==> src/rtl/uart_deserializer_if.sv <==
// FIFO write-side bundle between the UART receive deserializer (master)
// and the RX FIFO (slave).
interface uart_deserializer_if;
   logic       fifo_full_i;
   logic       fifo_wr_en_o;
   logic [7:0] fifo_wr_data_o;

   modport master (input fifo_full_i, output fifo_wr_en_o, output fifo_wr_data_o);
   modport slave  (output fifo_full_i, input fifo_wr_en_o, input fifo_wr_data_o);
endinterface

==> src/rtl/uart_deserializer.sv <==
// UART 8N1 receive deserializer: synchronises rx_i, finds start bits on the
// oversampled tick, samples mid-bit (LSB first) and strobes good bytes into the RX FIFO.
module uart_deserializer #(
   parameter int OVERSAMPLE = 16
) (
   input  logic                clk,
   input  logic                rst_n,
   input  logic                sample_en_i,
   input  logic                rx_i,
   uart_deserializer_if.master fifo,
   output logic                frame_err_o,
   output logic                overrun_err_o,
   output logic                busy_o
);

   localparam int TW = $clog2(OVERSAMPLE);
   localparam logic [TW-1:0] TICK_MID = TW'(OVERSAMPLE / 2 - 1);
   localparam logic [TW-1:0] TICK_END = TW'(OVERSAMPLE - 1);

   typedef enum logic [2:0] {
      S_IDLE,
      S_START,
      S_DATA,
      S_STOP,
      S_WAIT_IDLE
   } state_t;

   state_t          r_state;
   logic [TW-1:0]   r_tick_cnt;
   logic [2:0]      r_bit_cnt;
   logic [7:0]      r_shift_reg;
   logic            r_rx_meta;
   logic            r_rx_s;
   logic            r_wr_en;
   logic [7:0]      r_wr_data;
   logic            r_frame_err;
   logic            r_overrun_err;
   logic            r_busy;

   // Both synchroniser flops reset to the idle-high line level so reset
   // release never looks like a start bit.
   always_ff @(posedge clk or negedge rst_n) begin
      if (!rst_n) begin
         r_rx_meta <= 1'b1;
         r_rx_s    <= 1'b1;
      end else begin
         // NOTE: sequential state uses non-blocking assignments so every flop
         // samples pre-edge values regardless of statement order.
         r_rx_meta <= rx_i;
         r_rx_s    <= r_rx_meta;
      end
   end

   always_ff @(posedge clk or negedge rst_n) begin
      if (!rst_n) begin
         r_state       <= S_IDLE;
         r_tick_cnt    <= '0;
         r_bit_cnt     <= '0;
         r_shift_reg   <= '0;
         r_wr_en       <= 1'b0;
         r_wr_data     <= '0;
         r_frame_err   <= 1'b0;
         r_overrun_err <= 1'b0;
         r_busy        <= 1'b0;
      end else begin
         r_wr_en       <= 1'b0;
         r_frame_err   <= 1'b0;
         r_overrun_err <= 1'b0;
         r_busy        <= (r_state != S_IDLE);

         if (sample_en_i) begin
            unique case (r_state)
               S_IDLE: begin
                  if (!r_rx_s) begin
                     r_state    <= S_START;
                     r_tick_cnt <= '0;
                  end
               end

               S_START: begin
                  if (r_tick_cnt == TICK_MID) begin
                     if (r_rx_s) begin
                        r_state <= S_IDLE;
                     end else begin
                        r_state    <= S_DATA;
                        r_tick_cnt <= '0;
                        r_bit_cnt  <= '0;
                     end
                  end else begin
                     r_tick_cnt <= r_tick_cnt + 1'b1;
                  end
               end

               S_DATA: begin
                  if (r_tick_cnt == TICK_END) begin
                     r_shift_reg <= {r_rx_s, r_shift_reg[7:1]};
                     r_tick_cnt  <= '0;
                     r_bit_cnt   <= r_bit_cnt + 1'b1;
                     if (r_bit_cnt == 3'd7) r_state <= S_STOP;
                  end else begin
                     r_tick_cnt <= r_tick_cnt + 1'b1;
                  end
               end

               // Leaving at mid stop bit leaves half a bit of slack for a
               // back-to-back start edge.
               S_STOP: begin
                  if (r_tick_cnt == TICK_END) begin
                     r_tick_cnt <= '0;
                     if (!r_rx_s) begin
                        r_frame_err <= 1'b1;
                        r_state     <= S_WAIT_IDLE;
                     end else if (fifo.fifo_full_i) begin
                        r_overrun_err <= 1'b1;
                        r_state       <= S_IDLE;
                     end else begin
                        r_wr_en   <= 1'b1;
                        r_wr_data <= r_shift_reg;
                        r_state   <= S_IDLE;
                     end
                  end else begin
                     r_tick_cnt <= r_tick_cnt + 1'b1;
                  end
               end

               // A held-low line (break) must not decode as repeated 0x00 frames.
               S_WAIT_IDLE: begin
                  if (r_rx_s) r_state <= S_IDLE;
               end

               default: r_state <= S_IDLE;
            endcase
         end
      end
   end

   assign fifo.fifo_wr_en_o   = r_wr_en;
   assign fifo.fifo_wr_data_o = r_wr_data;
   assign frame_err_o         = r_frame_err;
   assign overrun_err_o       = r_overrun_err;
   assign busy_o              = r_busy;

endmodule

==> src/flat_wrapper.sv <==
// flat-port wrapper written by rule: the top's interface ports become plain ports
module uart_deserializer_flat 
#(
   parameter int OVERSAMPLE = 16
)
  (clk, rst_n, sample_en_i, rx_i, frame_err_o, overrun_err_o, busy_o, fifo_fifo_full_i, fifo_fifo_wr_en_o, fifo_fifo_wr_data_o);
  uart_deserializer_if fifo_i ();
  input  logic clk;
  input  logic rst_n;
  input  logic sample_en_i;
  input  logic rx_i;
  output logic frame_err_o;
  output logic overrun_err_o;
  output logic busy_o;
  input wire logic [$bits(fifo_i.fifo_full_i)-1:0] fifo_fifo_full_i;
  output wire logic [$bits(fifo_i.fifo_wr_en_o)-1:0] fifo_fifo_wr_en_o;
  output wire logic [$bits(fifo_i.fifo_wr_data_o)-1:0] fifo_fifo_wr_data_o;
  assign fifo_i.fifo_full_i = fifo_fifo_full_i;
  assign fifo_fifo_wr_en_o = fifo_i.fifo_wr_en_o;
  assign fifo_fifo_wr_data_o = fifo_i.fifo_wr_data_o;
  uart_deserializer #(.OVERSAMPLE(OVERSAMPLE)) u_core (.clk(clk), .rst_n(rst_n), .sample_en_i(sample_en_i), .rx_i(rx_i), .fifo(fifo_i), .frame_err_o(frame_err_o), .overrun_err_o(overrun_err_o), .busy_o(busy_o));
endmodule
==> config.mk <==
export PLATFORM = sky130hd
export DESIGN_NAME = uart_deserializer_flat
export DESIGN_NICKNAME = d
export VERILOG_FILES = /design/src/rtl/uart_deserializer_if.sv /design/src/rtl/uart_deserializer.sv /design/src/flat_wrapper.sv
export SDC_FILE = /design/constraint.sdc
export NUM_CORES = 1
export LEC_CHECK = 0
export CAP_MARGIN = 20
export CORE_ASPECT_RATIO = 0.8
export CORE_MARGIN = 2
export CORE_UTILIZATION = 30
export CTS_CLUSTER_SIZE = 40
export DETAILED_ROUTE_END_ITERATION = 12
export GPL_ROUTABILITY_DRIVEN = 0
export GPL_TIMING_DRIVEN = 0
export SKIP_LAST_GASP = 1
export SYNTH_ARGS = -nofsm -noshare
export SYNTH_HDL_FRONTEND = slang
export SYNTH_SLANG_ARGS = --single-unit
==> constraint.sdc <==
create_clock -name clk -period 2.1 [get_ports clk]
set_clock_uncertainty 0.05 [all_clocks]
set_input_delay 0.315 -clock clk [delete_from_list [all_inputs] [get_ports clk]]
set_output_delay 0.315 -clock clk [all_outputs]
set_load 0.005 [all_outputs]
==> flow_summary.json, run 1 <==
{
  "synthFlopType": "dfrtp_1",
  "synthDistinctLibCells": 38,
  "root_buffer": "clkbuf_8",
  "hpwlAfterDp_mm": 1.77,
  "io_pins": 17,
  "hold_path_class": "input pin to async pin",
  "worstPathRequired_ns": 2.21,
  "diodes": 0,
  "slew_headroom": 0.554,
  "synth_area_leaders": "dfrtp_1, nand2_1, mux2_2",
  "endpoint_kind": "flip-flop",
  "drt_iter0_drc": 71,
  "synth_top_area_share": 0.531,
  "finalSetupViolations": 0,
  "synth.cells.most_frequent": "dfrtp_1, nand2_1, mux2_2",
  "antenna_found_initial": 0,
  "drc": 0,
  "yosysTopAreaCell": "dfrtp_1",
  "wl_per_cell_um": 12.1,
  "post-route-period-util": 0.915,
  "ir_drop_uv": 269,
  "leakagePower_nw": 0.820,
  "cts_tree": "done",
  "path_clk_slew_ns": 0.06,
  "cts_made_buffers": 5,
  "async_flop_share": 1.00,
  "worstPathArrival_ns": 2.03,
  "hold_slack_ns": 0.0191,
  "place_area_um2": 1650,
  "initial_utilization": 0.310,
  "grt_use_total": 0.110,
  "overflow": 0,
  "layout-drive-gt1-share": 0.159,
  "htree_levels": 2,
  "cts_sinks": 32,
  "timing.setup.tns_ns": 0,
  "fin_util": 0.384,
  "die_w_um": 80.8,
  "cts_hold_buf": 0,
  "drt_pre_antenna_iters": 4,
  "criticalPathCategory": "input pin to flip-flop",
  "min_period_ns": 1.92,
  "vias": 997,
  "clock_path_buffers": 2,
  "fmax_mhz": 521,
  "nets": 158,
  "core_area_um2": 4570,
  "synth_area_um2": 1420,
  "clk-insertion-delay-late_ns": 0.28,
  "tightestPinTransition_ns": 0.670,
  "grt_pass1_wl_mm": 4.32,
  "seq_area_frac_synth": 0.568,
  "totalWireLength_mm": 2.56,
  "p_per_area_nw_per_um2": 848,
  "hold_viol_final": 0,
  "via_per_inst": 4.73,
  "portBuffers": 16,
  "avgSynthCellArea_um2": 11.2,
  "ys.warnings.count": 0,
  "dieArea_um2": 5290,
  "grt_max_degree": 33,
  "synth-seq-cells": 32,
  "dp_worst_setup_slack_ns": -0.217,
  "worst-path-max-fanout": 8,
  "rows": 22,
  "synth_edf_count": 0,
  "max_cap_violations": 0,
  "status": "finished, final reports clean",
  "drv_slew": 0,
  "setup_ws_ns": 0.179,
  "grt_pass1_vias": 957,
  "postSynthNetCount": 134,
  "areaGrowthSynthToFinish_pct": 24.0,
  "cp-start-kind": "input pin",
  "rsz0062_at_grt": "no",
  "drtAntennaViolNets": 0,
  "synthCells": 126,
  "final_area_um2": 1760,
  "die_h_um": 65.4
}
==> path summary, 6_finish.rpt <==
path                                                             end                             start  cells past startpoint  slack, ns
setup / recovery           u_core.fifo.fifo_wr_data_o[4]$_DFFE_PN0P_                       sample_en_i                      6       0.18
setup reg to reg           u_core.fifo.fifo_wr_data_o[4]$_DFFE_PN0P_  u_core.r_tick_cnt[0]$_DFFE_PN0P_                      6       0.19
hold / removal                      u_core.r_tick_cnt[0]$_DFFE_PN0P_                             rst_n                      1       0.02
max in group asynchronous  u_core.fifo.fifo_wr_data_o[3]$_DFFE_PN0P_                             rst_n                      1       1.55
min in group clk                             u_core.r_rx_s$_DFF_PN1_        u_core.r_rx_meta$_DFF_PN1_                      0       0.31
hold reg to reg                              u_core.r_rx_s$_DFF_PN1_        u_core.r_rx_meta$_DFF_PN1_                      0       0.31
==> critical path, stage by stage <==
cell,delay (ns)
clkdlybuf4s50_1,0.59
and3_4,0.25
nand4_4,0.14
nor3b_4,0.26
buf_12,0.15
mux2_2,0.32
==> routing by layer <==
layer | vias to the layer above | wire (um) | GRT usage
met5 | - | 0 | 0
met4 | 0 | 72 | 0.0699
met3 | 7 | 102 | 0.0343
met2 | 17 | 1170 | 0.160
met1 | 480 | 1210 | 0.140
li1 | 493 | - | -
==> cells by family (layout without fill, tap and decap cells) <==
logic type               after synthesis  after routing  share of synthesized area
AND/OR/NAND/NOR                       53             53                      0.202
buffers and inverters                  7             32                     0.0203
multiplexers                           9              9                     0.0716
AO/OA/AOI/OAI                         21             21                      0.105
flip-flops                            32             32                      0.568
adder cells (fa/ha/maj)                3              3                     0.0265
XOR/XNOR                               1              1                    0.00619
==> per-stage QoR <==
step / power, mW / cells
2_1_floorplan: 0.944 / 126
3_3_place_gp: 1.01 / 202
3_5_place_dp: 1.03 / 202
4_1_cts: 1.50 / 210
5_1_grt: 1.57 / 211
6_report: 1.49 / 211
==> where the power goes <==
group / total, mW / internal, mW / switching (mW)
Sequential: 0.728 / 0.676 / 0.0522
Clock: 0.469 / 0.267 / 0.203
Combinational: 0.292 / 0.125 / 0.167
==> cell usage in the layout, fill, tap and decap left out, types with 3 or more instances in the layout <==
cell             synthesis  routed
mux2_2                   9       9
ha_1                     3       3
nor2_1                   4       4
clkbuf_8                 0       6
clkbuf_1                 3       5
a22o_1                   3       3
a21oi_1                  3       3
clkdlybuf4s50_1          0      15
dfrtp_1                 30      30
nand2_1                 30      30
nand2b_1                 3       3
buf_2                    2       3
==> timing repair <==
item	in CTS	in global routing
buffers inserted	0	1
endpoints found under the setup margin	0	8
resized for setup	0	0
==> final cells by class <==
class / count / area [um^2]
flip-flops and latches: 32 / 803
fillers: 462 / 2810
inverters: 2 / 7.51
multi-input cells: 87 / 583
plain buffers: 5 / 21.3
repair buffers: 17 / 175
clock buffers: 8 / 90.1
well taps: 60 / 75.1
Power figures use the tool's default switching activity.
==> inputs of run 2 (changes only) <==
--- a/config.mk
+++ b/config.mk
@@ -9,6 +9,7 @@
 export CORE_ASPECT_RATIO = 0.8
 export CORE_MARGIN = 2
 export CORE_UTILIZATION = 30
+export CTS_CLUSTER_DIAMETER = 200
 export CTS_CLUSTER_SIZE = 40
 export DETAILED_ROUTE_END_ITERATION = 12
 export GPL_ROUTABILITY_DRIVEN = 0
==> results of run 2 <==
The final DEF is identical to that of run 1; final timing and power are the same.
